$ cat src/rtl/rf_operand_stage.sv
// rf_operand_stage: operand fetch ahead of execute with a pending-write scoreboard and ID/EX register.
// Optional macro RF_BYPASS_EN forwards same-cycle writeback data instead of stalling one extra cycle.
module rf_operand_stage #(
  parameter int XLEN     = 32,
  parameter int NUM_REGS = 32,
  localparam int AW      = $clog2(NUM_REGS)
) (
  input  logic            clk,
  input  logic            rst_n,
  input  logic            in_valid,
  output logic            in_ready,
  input  logic [AW-1:0]   in_rs1,
  input  logic [AW-1:0]   in_rs2,
  input  logic [AW-1:0]   in_rd,
  input  logic            in_rd_wen,
  input  logic [31:0]     in_pc,
  output logic [AW-1:0]   rf_rd_reg_1,
  output logic [AW-1:0]   rf_rd_reg_2,
  input  logic [XLEN-1:0] rf_rd_data_1,
  input  logic [XLEN-1:0] rf_rd_data_2,
  input  logic            wb_wr_en,
  input  logic [AW-1:0]   wb_wr_reg,
  input  logic [XLEN-1:0] wb_wr_data,
  output logic            out_valid,
  input  logic            out_ready,
  output logic [XLEN-1:0] out_rs1_data,
  output logic [XLEN-1:0] out_rs2_data,
  output logic [AW-1:0]   out_rd,
  output logic            out_rd_wen,
  output logic [31:0]     out_pc
);

  logic [NUM_REGS-1:0] pending_r;
  logic [NUM_REGS-1:0] clr_s;
  logic [NUM_REGS-1:0] set_s;
  logic [NUM_REGS-1:0] eff_s;
  logic                hazard_s;
  logic                accept_s;
  logic [XLEN-1:0]     op1_s;
  logic [XLEN-1:0]     op2_s;

  // x0 is hardwired, so it never enters the scoreboard
  function automatic logic [NUM_REGS-1:0] onehot_reg(input logic [AW-1:0] r, input logic en);
    logic [NUM_REGS-1:0] v;
    v = {NUM_REGS{1'b0}};
    if (en && (r != {AW{1'b0}})) begin
      v[r] = 1'b1;
    end
    return v;
  endfunction

  assign rf_rd_reg_1 = in_rs1;
  assign rf_rd_reg_2 = in_rs2;

  // Scoreboard masks, hazard detection and input handshake
  always_comb begin
    clr_s = onehot_reg(wb_wr_reg, wb_wr_en);
`ifdef RF_BYPASS_EN
    eff_s = pending_r & ~clr_s;
`else
    eff_s = pending_r;
`endif
    hazard_s = eff_s[in_rs1] | eff_s[in_rs2] | (in_rd_wen & eff_s[in_rd]);
    in_ready = rst_n & (~out_valid | out_ready) & ~hazard_s;
    accept_s = in_valid & in_ready;
    set_s    = onehot_reg(in_rd, accept_s & in_rd_wen);
  end

  // Operand select: x0 reads zero, a same-cycle writeback may forward, else the register file
  always_comb begin
    if (in_rs1 == {AW{1'b0}}) begin
      op1_s = {XLEN{1'b0}};
    end
`ifdef RF_BYPASS_EN
    else if (wb_wr_en && (wb_wr_reg == in_rs1)) begin
      op1_s = wb_wr_data;
    end
`endif
    else begin
      op1_s = rf_rd_data_1;
    end
    if (in_rs2 == {AW{1'b0}}) begin
      op2_s = {XLEN{1'b0}};
    end
`ifdef RF_BYPASS_EN
    else if (wb_wr_en && (wb_wr_reg == in_rs2)) begin
      op2_s = wb_wr_data;
    end
`endif
    else begin
      op2_s = rf_rd_data_2;
    end
  end

`ifndef RF_BYPASS_EN
  logic unused_wb_data_s;
  assign unused_wb_data_s = ^wb_wr_data;
`endif

  // ID/EX pipeline register and scoreboard; a set in the same cycle as a clear keeps the bit
  always_ff @(posedge clk) begin
    if (!rst_n) begin
      pending_r    <= {NUM_REGS{1'b0}};
      out_valid    <= 1'b0;
      out_rs1_data <= {XLEN{1'b0}};
      out_rs2_data <= {XLEN{1'b0}};
      out_rd       <= {AW{1'b0}};
      out_rd_wen   <= 1'b0;
      out_pc       <= 32'd0;
    end else begin
      pending_r <= (pending_r & ~clr_s) | set_s;
      if (accept_s) begin
        out_valid    <= 1'b1;
        out_rs1_data <= op1_s;
        out_rs2_data <= op2_s;
        out_rd       <= in_rd;
        out_rd_wen   <= in_rd_wen;
        out_pc       <= in_pc;
      end else if (out_ready) begin
        out_valid <= 1'b0;
      end else begin
        out_valid <= out_valid;
      end
    end
  end

endmodule

$ cat config.mk
export PLATFORM = sky130hd
export DESIGN_NAME = rf_operand_stage
export DESIGN_NICKNAME = d
export VERILOG_FILES = /design/src/rtl/rf_operand_stage.sv
export SDC_FILE = /design/constraint.sdc
export NUM_CORES = 1
export LEC_CHECK = 0
export BUFFER_PORTS_ARGS = -buffer_cell sky130_fd_sc_hd__buf_4
export CAP_MARGIN = 20
export CORE_MARGIN = 5
export CORE_UTILIZATION = 40
export CTS_CLUSTER_SIZE = 20
export DETAILED_ROUTE_END_ITERATION = 12
export MAX_ROUTING_LAYER = met4
export PLACE_DENSITY_LB_ADDON = 0.12
export SYNTH_ARGS = -nofsm -noshare
export SYNTH_HDL_FRONTEND = slang
export SYNTH_SLANG_ARGS = --single-unit
$ cat constraint.sdc
create_clock -name clk -period 2.18 [get_ports clk]
set_clock_uncertainty 0.05 [all_clocks]
set_input_delay 0.109 -clock clk [delete_from_list [all_inputs] [get_ports clk]]
set_output_delay 0.109 -clock clk [all_outputs]
set_load 0.01 [all_outputs]
Yosys cells after proc, flatten, opt, wreduce, memory -nomap -nowiden
Cells that the tools add are included.

Register bits: 135. Output and inout bits: 114. Word-level logic and storage cells: 51.

Order comparisons: 6. Multiplexer cells: 16. Bitwise logic cells: 13. Reduce and logical (&&, ||, !) cells: 9.

Operator list (number): $mux 32 (4); $and 32x32->32 (1); $not 32->32 (1); $or 32x32->32 (1); $lt 5x6->1 const B (4); $bmux 1 s5 (3); $demux 1 s5 (2); $ge 5x1->1 const B (2); $logic_not 5->1 (2); $reduce_bool 5->1 (2); $mux 1 (7); $and 1x1->1 (5); $logic_and 1x1->1 (4); $or 1x1->1 (3); $not 1->1 (2); $reduce_bool 2->1 (1).

Logic depth before layout (Yosys ltp)
Depth in word-level cells: 11. Mapped depth: 11. Depth with buffers taken out: 6.

Least setup slack after synthesis
Ideal clock, no wire load.

Path kind: input to register. Start point: input port in_rd[1]. End point: register pending_r[12] (netlist: eff_s[12]). Data arrival time: 2.058 ns. Slack: -0.029 ns. Stages on the path: 10. Buffers on the path: 4. Cells stage by stage: buf_2 -> buf_2 -> mux2i_1 -> o22ai_1 -> o311ai_0 -> o2111a_1 -> nand3_1 -> buf_2 -> buf_6 -> o41ai_1.

Cells in the longest elaborated chain, start to end: 11.

Ends and longest elaborated chain: from (decl) (RTL line 14) `input logic [AW-1:0] in_rd,`; $bmux 1 s5 (RTL line 63) `hazard_s = eff_s[in_rs1] | eff_s[in_rs2] | (in_rd_wen & eff_s[in_rd]);`; $mux 1 (not written as such) (RTL line 63); $and 1x1->1 (RTL line 63); $or 1x1->1 (RTL line 63); $not 1->1 (RTL line 64) `in_ready = rst_n & (~out_valid | out_ready) & ~hazard_s;`; $and 1x1->1 (RTL line 64); $and 1x1->1 (RTL line 65) `accept_s = in_valid & in_ready;`; $and 1x1->1 (RTL line 66) `set_s = onehot_reg(in_rd, accept_s & in_rd_wen);`; $logic_and 1x1->1 (RTL line 46) `if (en && (r != {AW{1'b0}})) begin`; $mux 32 (*) (RTL line 46); $or 32x32->32 (*) (RTL line 111) `pending_r <= (pending_r & ~clr_s) | set_s;`; to (signal assigned) (RTL line 103) `pending_r <= {NUM_REGS{1'b0}};`; to (signal assigned) (RTL line 111); to (decl) (RTL line 33) `logic [NUM_REGS-1:0] pending_r;`.

Mark *: on every way between the ends. The rest lies on a longest branch, timed or not. The select of a mux whose other input is x is not followed. A chain may end at the register's enable or synchronous reset.

Final worst setup path
Start point: register pending_r[3] (netlist: eff_s[3]). End point: register pending_r[20] (netlist: eff_s[20]).

Cells in the longest elaborated chain, start to end: 11.

Ends and longest elaborated chain (RTL line): $bmux 1 s5 (63); $mux 1 (not written as such) (63); $or 1x1->1 or $and 1x1->1 (tied branches) (63); $or 1x1->1 (*) (63); $not 1->1 (*) (64); $and 1x1->1 (*) (64); $and 1x1->1 (*) (65); $and 1x1->1 (*) (66); $logic_and 1x1->1 (*) (46); $mux 32 (*) (46); $or 32x32->32 (*) (111).

Marks and branches as above.

==> results.tsv <==
metric	value	unit
outcome	complete, but fails checks	
violations in the final reports	negative setup slack	
number of antenna cells inserted	0	
sequential area share after synthesis	41.6	%
1st-iter DRT viols	469	
number of flops mapped to enable cells by yosys	0	
dominant cells by area after synthesis	dfxtp_1 (42%), mux2i_1 (19%), nand2_1 (10%)	
slowest cell on the critical path	mux4_2	
ordered cell list for the critical path	mux4_2 > or2_0 > a32o_2 > nor4_4 > nand3_4 > buf_12 > o41ai_1	
GR Overflow Total	0	
max_cap viols	0	
logic gate share of total power	17.7	%
pin count of the biggest net entering global routing	66	
Skew-Pair Late Insertion Delay	0.41	ns
clock buffers created by TritonCTS	17	
portion of total power attributed to the clock network	44.9	%
total power of the final layout	7.07	mW
vias after detailed routing	6830	
final-report setup violation count	130	
busiest layer in global routing	met2	
slew at the pin with the worst max-slew slack	0.673	ns
element type at the critical path start	register	
most used standard cell by instance count after synthesis	nand2_1	
Synth Area per Inst	9.10	um2
unrepaired setup endpoints after global routing	true	
total number of nets in the final design	1220	
DP Wirelength	16.0	mm
Synthesized Nets	868	
Area growth syn-to-layout	64.9	%
leak pwr	5.26	nW
met2 usage	41.3	%
number of routed nets with antenna violations	0	
drt drc	0	
final critical-path required period	2.40	ns
GRT Resource Usage Total	24.8	%
leading area contributor after synthesis	dfxtp_1	
worst max-slew margin expressed relative to the limit	55.1	%
net switching component of the power	1.72	mW
netlist area before placement	0.00650	mm2
initial antenna violation count	0	
number of sinks handled by clock tree synthesis	135	
chip height	137	um
internal power	5.35	mW
maximum level of the CTS H-tree	4	
startpoint of the most critical setup path	eff_s[3]$_SDFF_PN0_	
Via-to-Cell Ratio	5.27	
total die area	0.0189	mm2
proportion of synthesized flip-flops having asynchronous set or reset	0	%
number of cells traversed by the worst hold path	3	
fin crit share	110	%
share of the synthesized area in the top cell type	41.6	%
commonest register cell after synthesis	dfxtp_1	
clock tree from TritonCTS	built	
share of total power in sequential cells	37.4	%
placed instance count	1160	
Initial DRT Pass Iterations	6	
Max VDD drop	0.000547	V
maximum frequency from static timing analysis	416	MHz
final hold viol count	0	
Routability Congestion	0.913	
hold path start	rst_n	
number of input and output port buffers inserted	235	
Longest Clk Path Bufs	2	
vias in the first global route	6920	
CORE AREA	0.0159	mm2
total wire length	23.5	mm
CP max FO	15	
worst reg2reg path depth	7	
proportion of layout cells with a drive suffix above 1	35.5	%
clock slew at reported path FFs	0.06	ns
cell area power density	660	mW/mm2
worst reg2reg path startpoint	eff_s[3]$_SDFF_PN0_	
CP peak stage delay	0.46	ns
setup slack after layout	-0.224	ns
global-route met3 utilization	6.72	%
number of distinct library cells after synthesis	49	
Final Slew Violations	0	
Post-synth top cells	nand2_1 (177), dfxtp_1 (135), mux2i_1 (125)	
number of top-level pins	268	
met1 global-route usage	29.1	%
total number of yosys warnings	0	
detailed-route wire length per cell	18.1	um
data arrival time of the critical path	2.63	ns
switch share	24.4	%
synthesized instance count	714	
number of fill cells	1267	
standard-cell row count	46	
Die X	137	um
first-pass GRT wire length	35.7	mm
CP endpoint kind	register	
fin cells	1295	
final-layout worst hold slack	0.0303	ns
kind of critical path	reg -> reg	
post-synthesis register bit count	135	
Root Buffer Master	clkbuf_16	
required arrival time at the worst endpoint	2.40	ns
initial core utilization	40.9	%
class of the worst hold path	in -> reg	
[final timing paths]
kind                                    to  slack, ns
min reg2reg  out_rs1_data[23]$_SDFFE_PN0P_       0.41
max reg2reg           eff_s[20]$_SDFF_PN0_      -0.22
max                   eff_s[20]$_SDFF_PN0_      -0.22
min                out_pc[18]$_SDFFE_PN0P_       0.03
[repair_timing]
item	4_1_cts	5_1_grt
pin swaps	4	4
gates resized for setup	20	28
setup endpoints to repair	132	131
setup buffers	1	1
hold endpoints to repair	100	0
hold buffers	99	0
cloned	0	2
[metrics by stage]
step	utilization (%)	setup slack, ns	area [um2]	setup TNS (ns)
2_1_floorplan	-	-0.00354	6500	-0.0142
3_3_place_gp	55.3	-0.227	8780	-22.40
3_5_place_dp	55.3	-0.269	8780	-23.80
4_1_cts	66.2	-0.152	10500	-8.78
5_1_grt	67.5	-0.299	10700	-21.58
6_report	67.5	-0.224	10700	-9.90
[per-layer routing]
layer  wire [um]  share of wire [%]  up-vias
met3        1970                8.4       57
met5           0                  0        -
met2       11900                 51      310
li1            -                  -     3173
met4         646                2.8        0
met1        8920                 38     3290
[cell families (layout without fill, tap and decap cells)]
group / Yosys count / after routing / synth area share [%]
and+or+nand+nor: 253 / 253 / 17.4
muxes: 140 / 140 / 23.6
DFF: 135 / 135 / 41.6
buffers and inverters: 105 / 470 / 7.80
AOI/OAI and AO/OA: 81 / 81 / 9.61
[critical path: cells and delay by family, from the launching register on]
kind	cells	cell delay [ns]
and+or+nand+nor	3	0.55
AOI/OAI and AO/OA	2	0.68
DFF	1	0.31
muxes	1	0.46
buffers and inverters	1	0.20
[power by group through the flow]
stage	logic [mW]	registers [mW]	clock network [mW]
after global placement	1.02	2.69	0
after global routing	1.34	2.66	3.34
final	1.25	2.65	3.18
after detailed placement	1.04	2.70	0
after floorplan	0.442	2.74	0
after CTS	1.20	2.65	3.23
[state kept, by name (all words and copies together), names as in the netlist]
signal / flops
out_rd_wen: 1
out_rs1_data: 32
out_pc: 32
eff_s: 32
out_rs2_data: 32
out_valid: 1
out_rd: 5
[layout make-up]
class                      count  area (um2)  area share (%)
tap                          216         270            2.52
multi-input combinational    474        3520            32.8
clock inverter                11         194            1.81
timing repair buffer         398        3420            31.9
sequential                   135        2700            25.2
clock buffer                  21         460            4.30
inverter                      40         150            1.40
[cells in the final DEF (no fill, tap or decap), types with 7 or more instances in the layout]
cell	instances
inv_1	39
buf_12	11
nand2_1	177
dfxtp_1	134
nor2_1	9
o31ai_2	7
mux2i_1	120
clkbuf_16	18
buf_4	284
dlygate4sd3_1	99
o211ai_1	29
nand2b_1	8
mux4_2	10
nand3_1	18
Power figures use the tool's default switching activity.
